`src/rtl/rope_pkg.sv`:
```
// rope_pkg: shared rider state type and constants for the rope rider control slice
package rope_pkg;
  typedef enum logic [1:0] {FREE, ATTACHED, COOLDOWN} rider_state_t;
  localparam int FIXED_POINT_MULTIPLIER = 64;
  localparam int DEFAULT_ROPE_WIDTH = 32;
  localparam int CNT_W = 16;
endpackage

```
`src/rtl/rope_rider_frame_down_counter.sv`:
```
// frame_down_counter: loadable per-frame down-counter that saturates at zero
module frame_down_counter
  import rope_pkg::*;
#(
  parameter int W = CNT_W
) (
  input  logic         clk,
  input  logic         resetN,
  input  logic         load,
  input  logic [W-1:0] load_val,
  input  logic         en,
  output logic [W-1:0] count,
  output logic         zero
);
  assign zero = (count == '0);
  // load has priority; otherwise count down once per enabled frame, stopping at zero
  always_ff @(posedge clk or negedge resetN)
    if (!resetN) count <= '0;
    else if (load) count <= load_val;
    else if (en && !zero) count <= count - 1'b1;
endmodule

```
`src/rtl/rope_rider_ctrl.sv`:
```
// rope_rider_ctrl: latches the player onto the rope and releases it with the rope speed; ROPE_GRIP_TIMEOUT_EN adds a forced release
module rope_rider_ctrl
  import rope_pkg::*;
#(
  parameter int ROPE_WIDTH      = DEFAULT_ROPE_WIDTH,
  parameter int COOLDOWN_FRAMES = 8,
  parameter int GRIP_FRAMES     = 300
) (
  input  logic               clk,
  input  logic               resetN,
  input  logic               startOfFrame,
  input  logic               ropeHit,
  input  logic               jumpKey,
  input  logic [10:0]        rope_speed,
  input  logic signed [10:0] ropeTopLeftX,
  input  logic signed [10:0] playerTopLeftX,
  output logic               attached,
  output logic signed [10:0] riderX,
  output logic               releasePulse,
  output logic signed [10:0] launchSpeed
);
  localparam logic signed [11:0] OFF_MAX = 12'(ROPE_WIDTH - 1);
  rider_state_t state;
  logic [10:0] offset;
  logic jump_req, jump_prev;
  logic signed [11:0] diff;
  logic [10:0] offset_nxt;
  logic jump_edge, grab, rel, grip_exp;
  logic [CNT_W-1:0] cool_cnt, grip_cnt;
  logic cool_zero, grip_zero;
  assign diff = {playerTopLeftX[10], playerTopLeftX} - {ropeTopLeftX[10], ropeTopLeftX};
  assign offset_nxt = diff[11] ? '0 : (diff > OFF_MAX ? OFF_MAX[10:0] : diff[10:0]);
  assign jump_edge = jumpKey & ~jump_prev;
  assign grab = (state == FREE) && ropeHit;
`ifdef ROPE_GRIP_TIMEOUT_EN
  // a count of one at a frame boundary means this frame empties the grip budget
  assign grip_exp = (grip_cnt[CNT_W-1:1] == '0);
  frame_down_counter #(.W(CNT_W)) u_grip (
    .clk(clk), .resetN(resetN), .load(grab), .load_val(CNT_W'(GRIP_FRAMES)),
    .en(startOfFrame && state == ATTACHED), .count(grip_cnt), .zero(grip_zero)
  );
`else
  assign grip_exp = 1'b0;
  assign grip_cnt = '0;
  assign grip_zero = 1'b1;
`endif
  assign rel = (state == ATTACHED) && startOfFrame && (jump_req || grip_exp);
  frame_down_counter #(.W(CNT_W)) u_cool (
    .clk(clk), .resetN(resetN), .load(rel), .load_val(CNT_W'(COOLDOWN_FRAMES)),
    .en(startOfFrame && state == COOLDOWN), .count(cool_cnt), .zero(cool_zero)
  );
  // rider FSM with registered outputs; jump requests use the previous-cycle flag so an edge on a frame boundary waits a frame
  always_ff @(posedge clk or negedge resetN)
    if (!resetN) begin
      state        <= FREE;
      attached     <= 1'b0;
      riderX       <= '0;
      releasePulse <= 1'b0;
      launchSpeed  <= '0;
      offset       <= '0;
      jump_req     <= 1'b0;
      jump_prev    <= 1'b1;
    end else begin
      jump_prev    <= jumpKey;
      releasePulse <= 1'b0;
      case (state)
        FREE:
          if (ropeHit) begin
            offset   <= offset_nxt;
            jump_req <= 1'b0;
            attached <= 1'b1;
            state    <= ATTACHED;
          end
        ATTACHED: begin
          riderX <= ropeTopLeftX + offset;
          if (rel) begin
            launchSpeed  <= rope_speed;
            releasePulse <= 1'b1;
            jump_req     <= 1'b0;
            attached     <= 1'b0;
            state        <= COOLDOWN;
          end else if (jump_edge) jump_req <= 1'b1;
        end
        COOLDOWN:
          if (startOfFrame && (cool_cnt[CNT_W-1:1] == '0)) state <= FREE;
        default: state <= FREE;
      endcase
    end
endmodule
```
`config.mk`:
```
export PLATFORM = sky130hd
export DESIGN_NAME = rope_rider_ctrl
export DESIGN_NICKNAME = d
export VERILOG_FILES = /design/src/rtl/rope_pkg.sv /design/src/rtl/rope_rider_frame_down_counter.sv /design/src/rtl/rope_rider_ctrl.sv
export SDC_FILE = /design/constraint.sdc
export NUM_CORES = 1
export LEC_CHECK = 0
export ABC_AREA = 0
export CORE_ASPECT_RATIO = 1.1
export CORE_MARGIN = 4
export CORE_UTILIZATION = 45
export DETAILED_ROUTE_END_ITERATION = 7
export GPL_TIMING_DRIVEN = 0
export PLACE_DENSITY = 0.81
export SYNTH_ARGS = -nofsm -noshare
export SYNTH_HDL_FRONTEND = slang
export SYNTH_SLANG_ARGS = --single-unit
```
`constraint.sdc`:
```
create_clock -name clk -period 5.5 [get_ports clk]
set_clock_uncertainty 0.05 [all_clocks]
set_input_delay 1.1 -clock clk [delete_from_list [all_inputs] [get_ports clk]]
set_output_delay 1.1 -clock clk [all_outputs]
set_load 0.03 [all_outputs]
```
======== Word level (Yosys, flattened, before mapping) ========
Cells that the tools add are included.
storage, ports and cells
  flip-flop bits (word level) ............. 55
  output and inout bits ................... 24
cells by class
  add/subtract/negate cells ............... 3
  $lt $le $gt $ge ......................... 1
  eq/ne operators ......................... 6
  mux-type cells .......................... 17
  bitwise gates (word level) .............. 2
  reductions and logical operators ........ 16
operator list
  kind                     count
  $mux W16                 2
  $mux W11                 2
  $logic_not A16 Y1        1
  $sub A16 B1 Y16 const B  1
  $logic_not A15 Y1        1
  $gt A12 B6 Y1 const B    1
  $sub A11 B11 Y12         1
  $add A11 B11 Y11         1
  $reduce_and A3 Y1        3
  $mux W1                  7
  $mux W2                  3
  $pmux W2 S3              1
  $logic_and A1 B1 Y1      5
  $ne A2 B2 Y1 const B     2
  $pmux W1 S2              2
  $reduce_and A2 Y1        2
  $reduce_bool A2 Y1       2
  $ne A3 B3 Y1 const B     1
  $eq A2 B1 Y1 const B     1
  $eq A2 B2 Y1 const B     1
  $logic_not A2 Y1         1
  $ne A2 B1 Y1 const B     1
  $and A1 B1 Y1            1
  $logic_not A1 Y1         1
  $not A1 Y1               1

======== Longest topological paths before layout ========
Gate-level depths: netlist of the first run.
  word-level depth ........................ 5
  depth in mapped cells ................... 10

======== Cells and area by module ========
Synthesis of the first run repeated with hierarchy kept, for this count alone.
unflattened totals
  cells, all modules ...................... 412
  area total of the unflattened synthesis .. 3,628.5 sq um
by module, submodules not included
  module              instances  cells each  area each (sq um)  sequential area each (sq um)
  rope_rider_ctrl     1          288         2,582.5            977.2
  frame_down_counter  1          124         1,046.0            400.4

======== Worst setup path before layout of the first run ========
No wires, ideal clock.
  path type ............................... input port to flip-flop
  start point ............................. input port playerTopLeftX[0]
  end point ............................... register offset[0]
  library setup time ...................... 146 ps
  arrival time ............................ 2,963 ps
  slack ................................... 2,341 ps
  stages on the path ...................... 10
  path buffers ............................ 0
  cell sequence ........................... inv_1 -> ha_1 -> inv_1 -> fa_1 -> a211oi_1 -> o21ai_1 -> a31oi_1 -> a22oi_1 -> a2111oi_4 -> a32oi_1
between the ends
  word-level cells in the longest chain between the ends .. 4
ends and longest elaborated chain
  element               line                   RTL
  from (decl)           rope_rider_ctrl.sv:16  input logic signed [10:0] playerTopLeftX,
  $sub A11 B11 Y12 (*)  rope_rider_ctrl.sv:31  assign diff = {playerTopLeftX[10], playerTopLeftX} - {ropeTopLeftX[10], ropeTopLeftX};
  $gt A12 B6 Y1         rope_rider_ctrl.sv:32  assign offset_nxt = diff[11] ? '0 : (diff > OFF_MAX ? OFF_MAX[10:0] : diff[10:0]);
  $mux W11              rope_rider_ctrl.sv:32
  $mux W11 (*)          rope_rider_ctrl.sv:32
  to (signal assigned)  rope_rider_ctrl.sv:69  offset <= offset_nxt;
  to (decl)             rope_rider_ctrl.sv:24  logic [10:0] offset;
Mark *: on every way between the ends. The rest lies on a longest branch, timed or not.
A chain may end at the register's enable or synchronous reset.

======== Worst setup path in the final report of the first run ========
  start point ............................. input port ropeTopLeftX[0]
  end point ............................... register offset[1]
between the ends
  word-level cells in the longest chain between the ends .. 4
ends and longest elaborated chain
  element               line                   RTL
  from (decl)           rope_rider_ctrl.sv:15  input logic signed [10:0] ropeTopLeftX,
  $sub A11 B11 Y12 (*)  rope_rider_ctrl.sv:31
  $gt A12 B6 Y1         rope_rider_ctrl.sv:32
  $mux W11              rope_rider_ctrl.sv:32
  $mux W11 (*)          rope_rider_ctrl.sv:32
Marks and branches as above.

==> flow_summary.yaml, run 1 <==
timing:
  rsz0062_at_grt: "no"
  relSlewSlack: 0.411
  worstMarginPinSlew_ns: 0.875
  finalSetupViolCount: 0
  hold_ws_ns: 0.437
  drv_slew: 0
  max_freq_mhz: 277
  hold_viol: 0
  min_period_ns: 3.61
  setup_tns_ns: 0
  period_share: 0.657
floorplanning:
  die_h_um: 97.0
  rows: 32
  die-area_mm2: 0.00862
  start_util: 0.462
  io_pins: 62
  fp.dieW_um: 88.9
  core_mm2: 0.00701
logic_synthesis:
  synth-main-ff-cell: "dfrtp_1"
  synthArstFlopShare: 1.00
  yosysWarnings: 0
  ys_seq_elements: 55
  synthCells: 357
  avgSynthCellArea_um2: 9.07
  ys_seq_area_frac: 0.426
  synth_edf_count: 0
  ys_types: 48
  synth_area_mm2: 0.00324
  syn_nets: 419
clocking:
  clkSlewWorstSetupHoldPaths_ns: 0.10
  cts_hold_buf: 0
  cts_buffer_depth: 2
  cts_inserted_buffers: 5
  cts-resized-gates: 0
  clk_latency_ns: 0.32
  cts_root_buf: "clkbuf_8"
  htreeDepth: 2
  cts_tree: "yes"
  clock_sinks: 55
  cts_setup_buffers: 0
worst_setup_path:
  worstPathCellList: "clkdlybuf4s50_1 -> ha_1 -> inv_1 -> fa_1 -> a211oi_1 -> o21ai_1 -> a31oi_1 -> a22oi_1 -> a2111oi_4 -> a32oi_1"
  cp.arrival_ns: 3.73
  slowest_stage: "clkdlybuf4s50_1"
  worst-path-max-fanout: 6
  slowest_delay_ns: 0.49
  start_kind: "input port"
  critPathKind: "input port to register"
  end_kind: "register"
  critPathRequiredTime_ns: 5.61
cells_and_area:
  area_growth_pct: 25.3
  fillers: 610
  final_cell_mix: "nand2_1, clkdlybuf4s50_1, dfrtp_1, inv_1, nor2_1"
  nets: 488
  diodes: 0
  final_common_cell: "nand2_1"
  multiInputGateArea_mm2: 0.00174
  instances_no_fill: 512
  drive_gt1_frac: 0.0375
  ff_latch_area_mm2: 0.00138
  fin_util: 0.579
global_route:
  gr-total-overflow: 0
  grt_max_degree: 42
  grt_pass1_vias: 2763
  antenna_found_initial: 0
  grt_pass1_wl_um: 12500
  groute.usage.overall: 0.180
pwr:
  p_leak_uw: 0.00191
  vdd_drop_max_uv: 202
  power_uw: 1880
  power_density_mw_per_mm2: 464
hold_path:
  hp-class: "register to register"
drt:
  via_count: 2787
  antenna_left: 0
  drcViolationCount: 0
  drt_iter0_drc: 109
  drt_pass1_iterations: 4
  drt-wirelength-per-cell_um: 14.3
  viasPerCell: 5.44
  wl_um: 7320
place:
  portBuffers: 61
  hpwlAfterDp_um: 5740
  place_inst: 504
  gp_congestion: 0.870
run:
  max_cap_viol_count: 0
run_status:
  status: "finished clean"
==> sequential cells by signal (all words and copies together), names as in the netlist <==
name,flops
releasePulse,1
riderX,11
jump_prev,1
offset,11
launchSpeed,11
jump_req,1
u_cool.count,16
attached,1
state,2
==> where the power goes <==
part	internal (µW)	switching, µW	total [µW]
sequential	555	108	663
combinational	405	586	991
clock	90.1	138	228
==> cells by family after synthesis <==
family / count (synthesis) / synth area share
xor+xnor: 16 / 0.0433
buf+inv: 32 / 0.0371
compound gates: 77 / 0.166
mux: 3 / 0.00928
simple gates: 150 / 0.221
fa+ha+maj: 24 / 0.0974
flops: 55 / 0.426
==> final timing paths <==
check	startpoint	endpoint	slack [ns]	cells after the start
setup / recovery	ropeTopLeftX[0]	offset[1]	1.89	10
hold / removal	launchSpeed[3]	launchSpeed[3]	0.44	2
setup reg to reg	u_cool.count[4]	u_cool.count[14]	3.14	6
hold reg to reg	launchSpeed[3]	launchSpeed[3]	0.44	2
max in group asynchronous	resetN	jump_prev	4.19	2
min in group asynchronous	resetN	launchSpeed[2]	0.63	1
==> critical path: cells and delay by family <==
family          cells  cell delay, ns
compound gates      6            1.49
fa+ha+maj           2            0.59
buf+inv             2            0.54
==> stage by stage <==
stage | setup WS (ns) | cell area, µm²
after floorplan | 2.34 | 3240
after global placement | 1.63 | 3950
after detailed placement | 1.60 | 3970
after CTS | 1.91 | 4060
after global routing | 1.70 | 4060
final | 1.89 | 4060
==> routing by layer <==
layer	share of wire	vias up	global-route usage
met2	0.49	52	0.297
met5	0	-	0
met1	0.46	1343	0.241
li1	-	1385	-
met4	0.013	0	0.0547
met3	0.039	7	0.0247
==> cells in the mapped netlist, types with 2 or more instances <==
library cell	n	area (µm²)
a211o_1	4	35.0
a211oi_1	3	22.5
a21o_1	3	22.5
a21oi_1	16	80.1
a22oi_1	2	15.0
a31oi_1	3	18.8
a32oi_1	4	35.0
and2_1	8	50.1
and3_1	2	12.5
clkbuf_1	8	30.0
dfrtp_1	54	1350
fa_1	2	40.0
ha_1	22	275
inv_1	24	90.1
mux2i_1	3	30.0
nand2_1	70	263
nand2b_1	11	68.8
nand3_1	7	35.0
nand4_1	3	18.8
nor2_1	24	90.1
nor2b_1	4	25.0
nor3_1	9	45.0
nor4_1	2	12.5
nor4b_1	2	17.5
o211ai_1	5	37.5
o21ai_0	20	100
o22ai_1	3	18.8
o31ai_1	3	22.5
or3_1	3	18.8
xnor2_1	5	43.8
xor2_1	11	96.3
==> cell type report <==
class | instances | share of cell area
multi-input combinational | 270 | 0.429
timing repair buffer | 62 | 0.154
clock inverter | 3 | 0.00463
tap | 85 | 0.0262
clock buffer | 5 | 0.0170
sequential | 55 | 0.340
inverter | 24 | 0.0222
buffer | 8 | 0.00740
(Power assumes the default switching activity.)
==> run 2: changes to the inputs <==
Clock period 5.5 ns to 3.5 ns, I/O delays scaled along.
==> results of run 2 <==
Same layout as run 1 (identical final DEF). Status: finished clean.
Among the figures that moved: setup slack after placement 1.60 ns -> -0.000788 ns; setup slack after layout 1.89 ns -> 0.286 ns; hold slack 0.437 ns -> 0.230 ns; register-to-register setup slack 3.14 ns -> 1.14 ns; total power 1880 µW -> 2960 µW; worst IR drop on VDD 202 µV -> 318 µV
